## src/rtl/gpio_pkg.sv

```systemverilog
// Shared definitions for the GPIO expander banks: register map and APB FSM encoding.
package gpio_pkg;

  localparam int unsigned GPIO_DATA_WIDTH = 8;

  localparam logic [2:0] REG_DIR      = 3'd0;
  localparam logic [2:0] REG_OUT      = 3'd1;
  localparam logic [2:0] REG_IN       = 3'd2;
  localparam logic [2:0] REG_IRQ_EN   = 3'd3;
  localparam logic [2:0] REG_EDGE     = 3'd4;
  localparam logic [2:0] REG_IRQ_STAT = 3'd5;
  localparam logic [2:0] REG_ID       = 3'd6;

  typedef enum logic [1:0] {
    IDLE   = 2'd0,
    SETUP  = 2'd1,
    ACCESS = 2'd2,
    DONE   = 2'd3
  } apb_state_e;

endpackage

```

## src/rtl/gpio_edge_sync.sv

```systemverilog
// Pad input synchronizer with previous-value flop and per-bit polarity edge detect.
module gpio_edge_sync
  import gpio_pkg::*;
#(
  parameter int unsigned DATA_WIDTH = GPIO_DATA_WIDTH
) (
  input  logic                  i_clk,
  input  logic                  i_rst,
  input  logic [DATA_WIDTH-1:0] i_gpio,
  input  logic [DATA_WIDTH-1:0] i_edge_pol,
  input  logic                  i_mask,
  output logic [DATA_WIDTH-1:0] o_in_sync,
  output logic [DATA_WIDTH-1:0] o_edge_pulse
);

  logic [DATA_WIDTH-1:0] r_sync1;
  logic [DATA_WIDTH-1:0] r_sync2;
  logic [DATA_WIDTH-1:0] r_prev;
  logic [DATA_WIDTH-1:0] w_rise;
  logic [DATA_WIDTH-1:0] w_fall;

  always_ff @(posedge i_clk or posedge i_rst) begin
    if (i_rst) begin
      r_sync1 <= '0;
      r_sync2 <= '0;
      r_prev  <= '0;
    end else begin
      r_sync1 <= i_gpio;
      r_sync2 <= r_sync1;
      r_prev  <= r_sync2;
    end
  end

  always_comb begin
    w_rise       = r_sync2 & ~r_prev;
    w_fall       = ~r_sync2 & r_prev;
    o_edge_pulse = '0;
    if (!i_mask) begin
      o_edge_pulse = (w_rise & i_edge_pol) | (w_fall & ~i_edge_pol);
    end
  end

  assign o_in_sync = r_sync2;

endmodule

```

## src/rtl/apb_gpio_bank.sv

```systemverilog
// APB responder for one 8-bit GPIO bank: direction/output/input registers,
// edge-detect interrupt status, configurable wait states and unmapped-address error.
module apb_gpio_bank
  import gpio_pkg::*;
#(
  parameter int unsigned DATA_WIDTH  = GPIO_DATA_WIDTH,
  parameter int unsigned ADDR_WIDTH  = 3,
  parameter int unsigned WAIT_STATES = 0,
  parameter logic [DATA_WIDTH-1:0] BANK_ID = DATA_WIDTH'(8'hA0)
) (
  input  logic                  pclk,
  input  logic                  preset,
  input  logic                  psel,
  input  logic                  penable,
  input  logic                  pwrite,
  input  logic [ADDR_WIDTH-1:0] paddr,
  input  logic [DATA_WIDTH-1:0] pwdata,
  output logic [DATA_WIDTH-1:0] prdata,
  output logic                  pready,
  output logic                  pslverr,
  input  logic [DATA_WIDTH-1:0] gpio_in,
  output logic [DATA_WIDTH-1:0] gpio_out,
  output logic [DATA_WIDTH-1:0] gpio_oe,
  output logic                  irq
);

  localparam logic [ADDR_WIDTH-1:0] A_DIR  = ADDR_WIDTH'(REG_DIR);
  localparam logic [ADDR_WIDTH-1:0] A_OUT  = ADDR_WIDTH'(REG_OUT);
  localparam logic [ADDR_WIDTH-1:0] A_IN   = ADDR_WIDTH'(REG_IN);
  localparam logic [ADDR_WIDTH-1:0] A_EN   = ADDR_WIDTH'(REG_IRQ_EN);
  localparam logic [ADDR_WIDTH-1:0] A_EDGE = ADDR_WIDTH'(REG_EDGE);
  localparam logic [ADDR_WIDTH-1:0] A_STAT = ADDR_WIDTH'(REG_IRQ_STAT);
  localparam logic [ADDR_WIDTH-1:0] A_ID   = ADDR_WIDTH'(REG_ID);

  apb_state_e            r_state, w_state_d;
  logic [1:0]            r_cnt, w_cnt_d;
  logic                  r_pready, r_pslverr, r_irq, r_edge_mask;
  logic [DATA_WIDTH-1:0] r_prdata, r_dir, r_out, r_irq_en, r_edge, r_stat;
  logic [DATA_WIDTH-1:0] w_in_sync, w_edge_pulse, w_rdata, w_clr;
  logic                  w_ready_d, w_commit, w_wr, w_addr_ok;

  gpio_edge_sync #(
    .DATA_WIDTH(DATA_WIDTH)
  ) u_edge_sync (
    .i_clk       (pclk),
    .i_rst       (preset),
    .i_gpio      (gpio_in),
    .i_edge_pol  (r_edge),
    .i_mask      (r_edge_mask),
    .o_in_sync   (w_in_sync),
    .o_edge_pulse(w_edge_pulse)
  );

  always_comb begin
    w_state_d = r_state;
    w_cnt_d   = r_cnt;
    unique case (r_state)
      IDLE:   if (psel && !penable) w_state_d = SETUP;
      SETUP: begin
        if (psel) begin
          w_state_d = ACCESS;
          w_cnt_d   = 2'(WAIT_STATES);
        end else begin
          w_state_d = IDLE;
        end
      end
      ACCESS: begin
        if (r_cnt == 2'd0)          w_state_d = DONE;
        else if (!(psel && penable)) w_state_d = IDLE;
        else                         w_cnt_d   = r_cnt - 2'd1;
      end
      DONE:   w_state_d = (psel && !penable) ? SETUP : IDLE;
    endcase
  end

  // Outputs are registered, so the pready cycle is predicted from the next state/count.
  assign w_ready_d = (w_state_d == ACCESS) && (w_cnt_d == 2'd0);
  assign w_commit  = (r_state == ACCESS) && (r_cnt == 2'd0);
  assign w_wr      = w_commit && pwrite;
  assign w_addr_ok = (paddr <= A_ID);
  assign w_clr     = (w_wr && (paddr == A_STAT)) ? pwdata : '0;

  always_comb begin
    w_rdata = '0;
    if      (paddr == A_DIR)  w_rdata = r_dir;
    else if (paddr == A_OUT)  w_rdata = r_out;
    else if (paddr == A_IN)   w_rdata = w_in_sync;
    else if (paddr == A_EN)   w_rdata = r_irq_en;
    else if (paddr == A_EDGE) w_rdata = r_edge;
    else if (paddr == A_STAT) w_rdata = r_stat;
    else if (paddr == A_ID)   w_rdata = BANK_ID;
  end

  always_ff @(posedge pclk or posedge preset) begin
    if (preset) begin
      r_state     <= IDLE;
      r_cnt       <= '0;
      r_pready    <= 1'b0;
      r_pslverr   <= 1'b0;
      r_prdata    <= '0;
      r_dir       <= '0;
      r_out       <= '0;
      r_irq_en    <= '0;
      r_edge      <= '0;
      r_stat      <= '0;
      r_irq       <= 1'b0;
      r_edge_mask <= 1'b0;
    end else begin
      r_state   <= w_state_d;
      r_cnt     <= w_cnt_d;
      r_pready  <= w_ready_d;
      r_pslverr <= w_ready_d && !w_addr_ok;
      r_prdata  <= (w_ready_d && !pwrite) ? w_rdata : '0;
      if (w_wr) begin
        if (paddr == A_DIR)  r_dir    <= pwdata;
        if (paddr == A_OUT)  r_out    <= pwdata;
        if (paddr == A_EN)   r_irq_en <= pwdata;
        if (paddr == A_EDGE) r_edge   <= pwdata;
      end
      // Polarity change can look like an edge for one cycle; mask it.
      r_edge_mask <= w_wr && (paddr == A_EDGE);
      r_stat      <= (r_stat & ~w_clr) | w_edge_pulse;
      r_irq       <= |(r_stat & r_irq_en);
    end
  end

  assign pready   = r_pready;
  assign pslverr  = r_pslverr;
  assign prdata   = r_prdata;
  assign gpio_oe  = r_dir;
  assign gpio_out = r_out;
  assign irq      = r_irq;

endmodule

```

## config.mk

```make
export PLATFORM = sky130hd
export DESIGN_NAME = apb_gpio_bank
export DESIGN_NICKNAME = d
export VERILOG_FILES = /design/src/rtl/gpio_pkg.sv /design/src/rtl/gpio_edge_sync.sv /design/src/rtl/apb_gpio_bank.sv
export SDC_FILE = /design/constraint.sdc
export NUM_CORES = 1
export LEC_CHECK = 0
export ABC_CLOCK_PERIOD_IN_PS = 1900
export CAP_MARGIN = 15
export CORE_MARGIN = 1.5
export CORE_UTILIZATION = 45
export CTS_BUF_LIST = sky130_fd_sc_hd__clkbuf_8 sky130_fd_sc_hd__clkbuf_16
export DETAILED_ROUTE_END_ITERATION = 12
export GPL_TIMING_DRIVEN = 0
export PLACE_DENSITY = 0.71
export SLEW_MARGIN = 5
export SYNTH_ARGS = -nofsm -noshare
export SYNTH_HDL_FRONTEND = slang
export SYNTH_HIERARCHICAL = 1
export SYNTH_SLANG_ARGS = --single-unit
```

## constraint.sdc

```tcl
create_clock -name pclk -period 1.9 [get_ports pclk]
set_input_delay 0.19 -clock pclk [delete_from_list [all_inputs] [get_ports pclk]]
set_output_delay 0.19 -clock pclk [all_outputs]
set_load 0.01 [all_outputs]
```

==> impl_metrics.toml, run 1 <==
[status]
outcome = "finished with violations"
failed_checks = "setup timing"

[synth]
avgSynthCellArea_um2 = 12.8
synth_area_mm2 = 0.00345
ys_ff_latch = 80
synth_fp_nets = 299
synth_area_leader_cell = "dfrtp_1"
synth.top_cell.area_share_pct = 58.0
synth-edff-count = 0
async_reset_ff_share_pct = 100
synthTopCellsByArea = "dfrtp_1 (58%), mux2_2 (12%), mux4_2 (2.6%)"
ys_seq_area_share_pct = 58.0
yosysWarnings = 6
yosys.cell_types.count = 36
syn_inst = 269
ys.flop_type = "dfrtp_1"

[sta]
period_share_pct = 106
setup_ws_ns = -0.122
period_needed_ns = 2.02
worst_clock_skew_ns = 0.00753
timing.slew.headroom_pct = 36.0
rsz0062_at_grt = "true"
worst_slew_pin_slew_ns = 0.958
setup_violations = 9
drv_slew = 0
max_freq_mhz = 494
finalHoldViolations = 0
setup_tns_ns = -0.785

[detailed_routing]
wirelength_um = 8370
drt_iter0_markers = 155
vias_per_cell = 5.57
wl_per_cell_um = 18.6
drc = 0
ant_nets = 0
first_pass_iters = 4
vias = 2499

[power]
power_mw = 5.71
powerDensity_mw_per_mm2 = 1220
vdd_ir_drop_max_v = 0.000647
leakagePower_nw = 2.00

[worst_setup_path]
rr_worst_depth = 8
crit_type = "reg2reg"
critPathBufInv = 2
cp-start-kind = "register"
critPathMaxStageDelay_ns = 0.43
crit_path_end_kind = "register"
crit_chain = "inv_2 -> ha_4 -> nand3b_1 -> and2_1 -> o31a_1 -> nand4b_4 -> buf_12 -> a21oi_4"
cp.required_ns = 2.17
worst_path_max_delay_cell = "dfrtp_1"
arrival_ns = 2.29
cp.depth = 8
cp_top_family = "simple AND/OR/NAND/NOR gates"
crit_fanout = 5

[run]
cap_violations = 0

[floorplan]
die_y_um = 90.6
start_util_pct = 47.1
dieArea_mm2 = 0.00821
io_pins = 51
rows = 31
fp.coreArea_mm2 = 0.00733
die_w_um = 90.6

[clock_tree]
cts_root_buf = "clkbuf_8"
ctsHtreeMaxLevel = 3
cts_max_path_buffers = 2
cts_tree = "done"
clk_pin_slew_worst_paths_ns = 0.08
cts_buffers = 9
clock_sinks = 80
clkLatencyLatePin_ns = 0.34
cts_hold_buf = 0

[layout]
area_growth_pct = 35.8
diodes = 0
fillers = 559
drive_above_1_share_pct = 30.6
seqCellArea_mm2 = 0.00200
multi_input_area_mm2 = 0.00157
final_cell_mix = "dfrtp_1 (79), clkdlybuf4s50_1 (49), mux2_2 (36)"
nets = 375
finalNonFillerCells = 449
final_common_cell = "dfrtp_1"

[placement]
port_buffers = 49
dp.cells = 418
gp_congestion = 0.813
dp_hpwl_um = 5200

[min_path]
hold_path.class = "in2async"

[global_routing]
grt_pass1_wl_um = 13400
grt_use_total_pct = 21.3
grt_max_degree = 41
grt_overflow = 0
antenna_found_initial = 0
grt_pass1_vias = 2577
[cell type report]
| cell class | instances | share of cell area, % |
|---|---|---|
| Clock inverter | 5 | 2.19 |
| Buffer | 6 | 0.587 |
| Multi-Input combinational cell | 171 | 33.5 |
| Sequential cell | 80 | 42.7 |
| Inverter | 12 | 1.04 |
| Timing Repair Buffer | 65 | 14.2 |
| Clock buffer | 11 | 3.23 |
| Tap cell | 99 | 2.64 |
[per-layer routing]
layer,part of all wire [%],GRT usage [%]
met1,43,29.2
met2,50,33.0
met3,5.6,4.38
met4,1.6,9.26
met5,0,0
[what timing repair did]
item | 4_1_cts | 5_1_grt
setup endpoints to repair | 50 | 49
gates resized for setup | 28 | 11
pin swaps | 10 | 12
buffers inserted | 13 | 2
[cell usage after synthesis, types with 2 or more instances]
cell type / n
nand3b_1: 10
a2111oi_2: 3
nand3_1: 6
o21ai_0: 3
nand2_1: 21
a21oi_1: 17
nor2_1: 15
mux2i_1: 7
buf_2: 3
inv_1: 11
mux2_2: 36
dfrtp_1: 80
clkbuf_1: 2
o221ai_1: 2
nor3_1: 2
mux4_2: 4
a21o_1: 8
nand4_1: 2
or3b_1: 9
ha_1: 6
a22oi_1: 4
nor3_2: 3
a221oi_1: 2
[final timing paths]
check	startpoint	end	slack [ns]
worst max register to register	r_cnt[1]$_DFF_PP0_	prdata[1]$_DFF_PP0_	-0.12
worst max-delay path	r_cnt[1]$_DFF_PP0_	prdata[1]$_DFF_PP0_	-0.12
min in group pclk	gpio_in[5]	u_edge_sync/r_sync1[5]$_DFF_PP0_	0.28
worst min register to register	u_edge_sync/r_sync1[4]$_DFF_PP0_	u_edge_sync/o_in_sync[4]$_DFF_PP0_	0.35
max in group asynchronous	preset	u_edge_sync/o_in_sync[4]$_DFF_PP0_	0.90
worst min-delay path	preset	gpio_out[6]$_DFFE_PP0P_	0.17
[flip-flops by register name, indices dropped and copies added, names as in the netlist]
name	count
pready	1
r_edge_mask	1
pslverr	1
r_cnt	2
prdata	8
u_edge_sync/r_prev	8
u_edge_sync/r_sync1	8
gpio_out	8
r_state	2
u_edge_sync/o_in_sync	8
gpio_oe	8
r_edge	8
r_irq_en	8
r_stat	8
irq	1
[cell families (layout without fill, tap and decap cells)]
kind of cell | Yosys count | in the layout | share of synthesized area [%]
DFF | 80 | 80 | 58.0
and+or+nand+nor | 74 | 74 | 12.4
muxes | 47 | 47 | 16.4
AOI/OAI and AO/OA | 44 | 44 | 9.09
buffers and inverters | 18 | 99 | 2.06
adders and majority gates | 6 | 6 | 2.17
[where the power goes]
part | total, mW | internal [mW] | switching, mW
clock network | 1.54 | 0.942 | 0.596
logic | 1.81 | 1.02 | 0.796
registers | 2.36 | 2.07 | 0.288
total | 5.71 | 4.03 | 1.68
[metrics by stage]
step / instance area, um2 / util [%] / setup slack (ns) / hold slack (ns)
floorplan: 3460 / - / 0.0394 / 0.205
global placement: 4070 / 55.5 / -0.762 / 0.333
detailed placement: 4090 / 55.8 / -0.533 / 0.335
CTS: 4630 / 63.2 / -0.0772 / 0.164
global route: 4690 / 64.0 / -0.207 / 0.204
finish: 4690 / 64.0 / -0.122 / 0.166
Note: power is estimated with default switching activity, not from simulation.
==> run 2: changes to the inputs <==
Settings changed: ABC_AREA from default to 0, CELL_PAD_IN_SITES_DETAIL_PLACEMENT from default to 1, CELL_PAD_IN_SITES_GLOBAL_PLACEMENT from default to 2, CORE_UTILIZATION 45 to 33, PLACE_DENSITY 0.71 to default, PLACE_DENSITY_LB_ADDON from default to 0.1, SETUP_SLACK_MARGIN from default to 0.4.
==> impl_metrics.toml, run 2 (same netlist as run 1, synthesis figures left out) <==
[sta]
setup_tns_ns = -0.218
max_freq_mhz = 514
drv_slew = 0
period_share_pct = 102
rsz0062_at_grt = "true"
finalHoldViolations = 0
setup_violations = 8
setup_ws_ns = -0.0457
hold_slack_ns = 0.219
timing.slew.headroom_pct = 34.2
period_needed_ns = 1.95
worst_slew_pin_slew_ns = 0.986
worst_clock_skew_ns = 0.0115

[clock_tree]
cts_root_buf = "clkbuf_8"
cts_tree = "done"
clk_pin_slew_worst_paths_ns = 0.09
clock_sinks = 80
cts_buffers = 9
cts_max_path_buffers = 2
clkLatencyLatePin_ns = 0.36
ctsHtreeMaxLevel = 3

[global_routing]
gr-max-usage-layer = "met2"
grt_overflow = 0
met2_usage_pct = 32.0
met3_usage_pct = 4.33
grt_pass1_vias = 2736
grt_use_total_pct = 18.2
antenna_found_initial = 0
gr-usage-met1_pct = 22.9
grt_pass1_wl_um = 15200
grt_max_degree = 38

[floorplan]
start_util_pct = 33.8
rows = 37
die_y_um = 105
die_w_um = 105
fp.coreArea_mm2 = 0.0102
dieArea_mm2 = 0.0111
io_pins = 51

[layout]
nets = 391
post-route-util_pct = 49.3
finalNonFillerCells = 502
multi_input_area_mm2 = 0.00176
fillers = 1041
drive_above_1_share_pct = 36.9
seqCellArea_mm2 = 0.00200
diodes = 0
area_growth_pct = 45.9
final_common_cell = "dfrtp_1"
final_cell_mix = "dfrtp_1 (79), clkdlybuf4s50_1 (35), mux2_4 (32)"
fin_area_mm2 = 0.00504

[power]
power_mw = 5.78
leakagePower_nw = 2.37
powerDensity_mw_per_mm2 = 1150
vdd_ir_drop_max_v = 0.000516

[worst_setup_path]
arrival_ns = 2.19
crit_path_end_kind = "register"
cp-start-kind = "register"
cp.required_ns = 2.14
crit_fanout = 7
crit_type = "reg2reg"

[placement]
dp_hpwl_um = 6030
dp.cells = 455
placed_cell_area_mm2 = 0.00420
gp_congestion = 0.735
dp_slack_ns = -0.598
port_buffers = 49

[min_path]
hold_path.class = "in2async"

[run]
cap_violations = 0

[detailed_routing]
vias_per_cell = 5.01
ant_nets = 0
first_pass_iters = 4
drc = 0
wl_per_cell_um = 19.7
vias = 2515
wirelength_um = 9870
drt_iter0_markers = 69

[status]
failed_checks = "setup timing"
outcome = "finished with violations"
[run 2: path summary, 6_finish.rpt]
path,depth (start not counted),start,slack (ns),end
max,8,r_cnt[0]$_DFF_PP0_,-0.05,prdata[5]$_DFF_PP0_
min,2,preset,0.22,r_edge[0]$_DFFE_PP0P_
max reg2reg,8,r_cnt[0]$_DFF_PP0_,-0.05,prdata[5]$_DFF_PP0_
min reg2reg,0,u_edge_sync/r_sync1[1]$_DFF_PP0_,0.35,u_edge_sync/o_in_sync[1]$_DFF_PP0_
max in group asynchronous,2,preset,0.85,u_edge_sync/o_in_sync[7]$_DFF_PP0_
min in group pclk,1,gpio_in[3],0.26,u_edge_sync/r_sync1[3]$_DFF_PP0_
[run 2: timing repair]
| action | in CTS | in global routing |
|---|---|---|
| pin swaps | 11 | 21 |
| hold buffers | 0 | 0 |
| endpoints found under the hold margin | 0 | 0 |
| resized for setup | 26 | 80 |
| setup endpoints to repair | 56 | 66 |
| buffers inserted | 22 | 9 |
[run 2: area by class of cell]
cell class / instances / share of cell area (%)
flip-flops and latches: 80 / 39.7
multi-input cells: 171 / 34.9
repair buffers: 81 / 16.4
well taps: 136 / 3.38
clock buffers: 9 / 2.46
clock inverters: 7 / 1.56
inverters: 12 / 1.04
plain buffers: 6 / 0.546
[run 2: where the power goes]
| group | total (mW) | internal [mW] | switching [mW] | leakage, nW |
|---|---|---|---|---|
| clock network | 1.31 | 0.624 | 0.688 | 0.104 |
| logic | 2.09 | 1.22 | 0.875 | 1.26 |
| registers | 2.37 | 2.07 | 0.301 | 0.998 |
[run 2: critical path: stages, from the launching register on]
cell and delay [ns]:
dfrtp_1 0.38, inv_2 0.10, ha_4 0.14, nand3b_1 0.15, buf_4 0.16, nor3_4 0.05
a211oi_4 0.29, nand4b_4 0.28, a2111oi_4 0.28
[run 2: per-layer routing]
layer	share of wire (%)	vias up	wire (um)
li1	-	1159	-
met1	44	1317	4390
met2	52	33	5180
met3	2.4	6	233
met4	0.73	0	72
met5	0	-	0
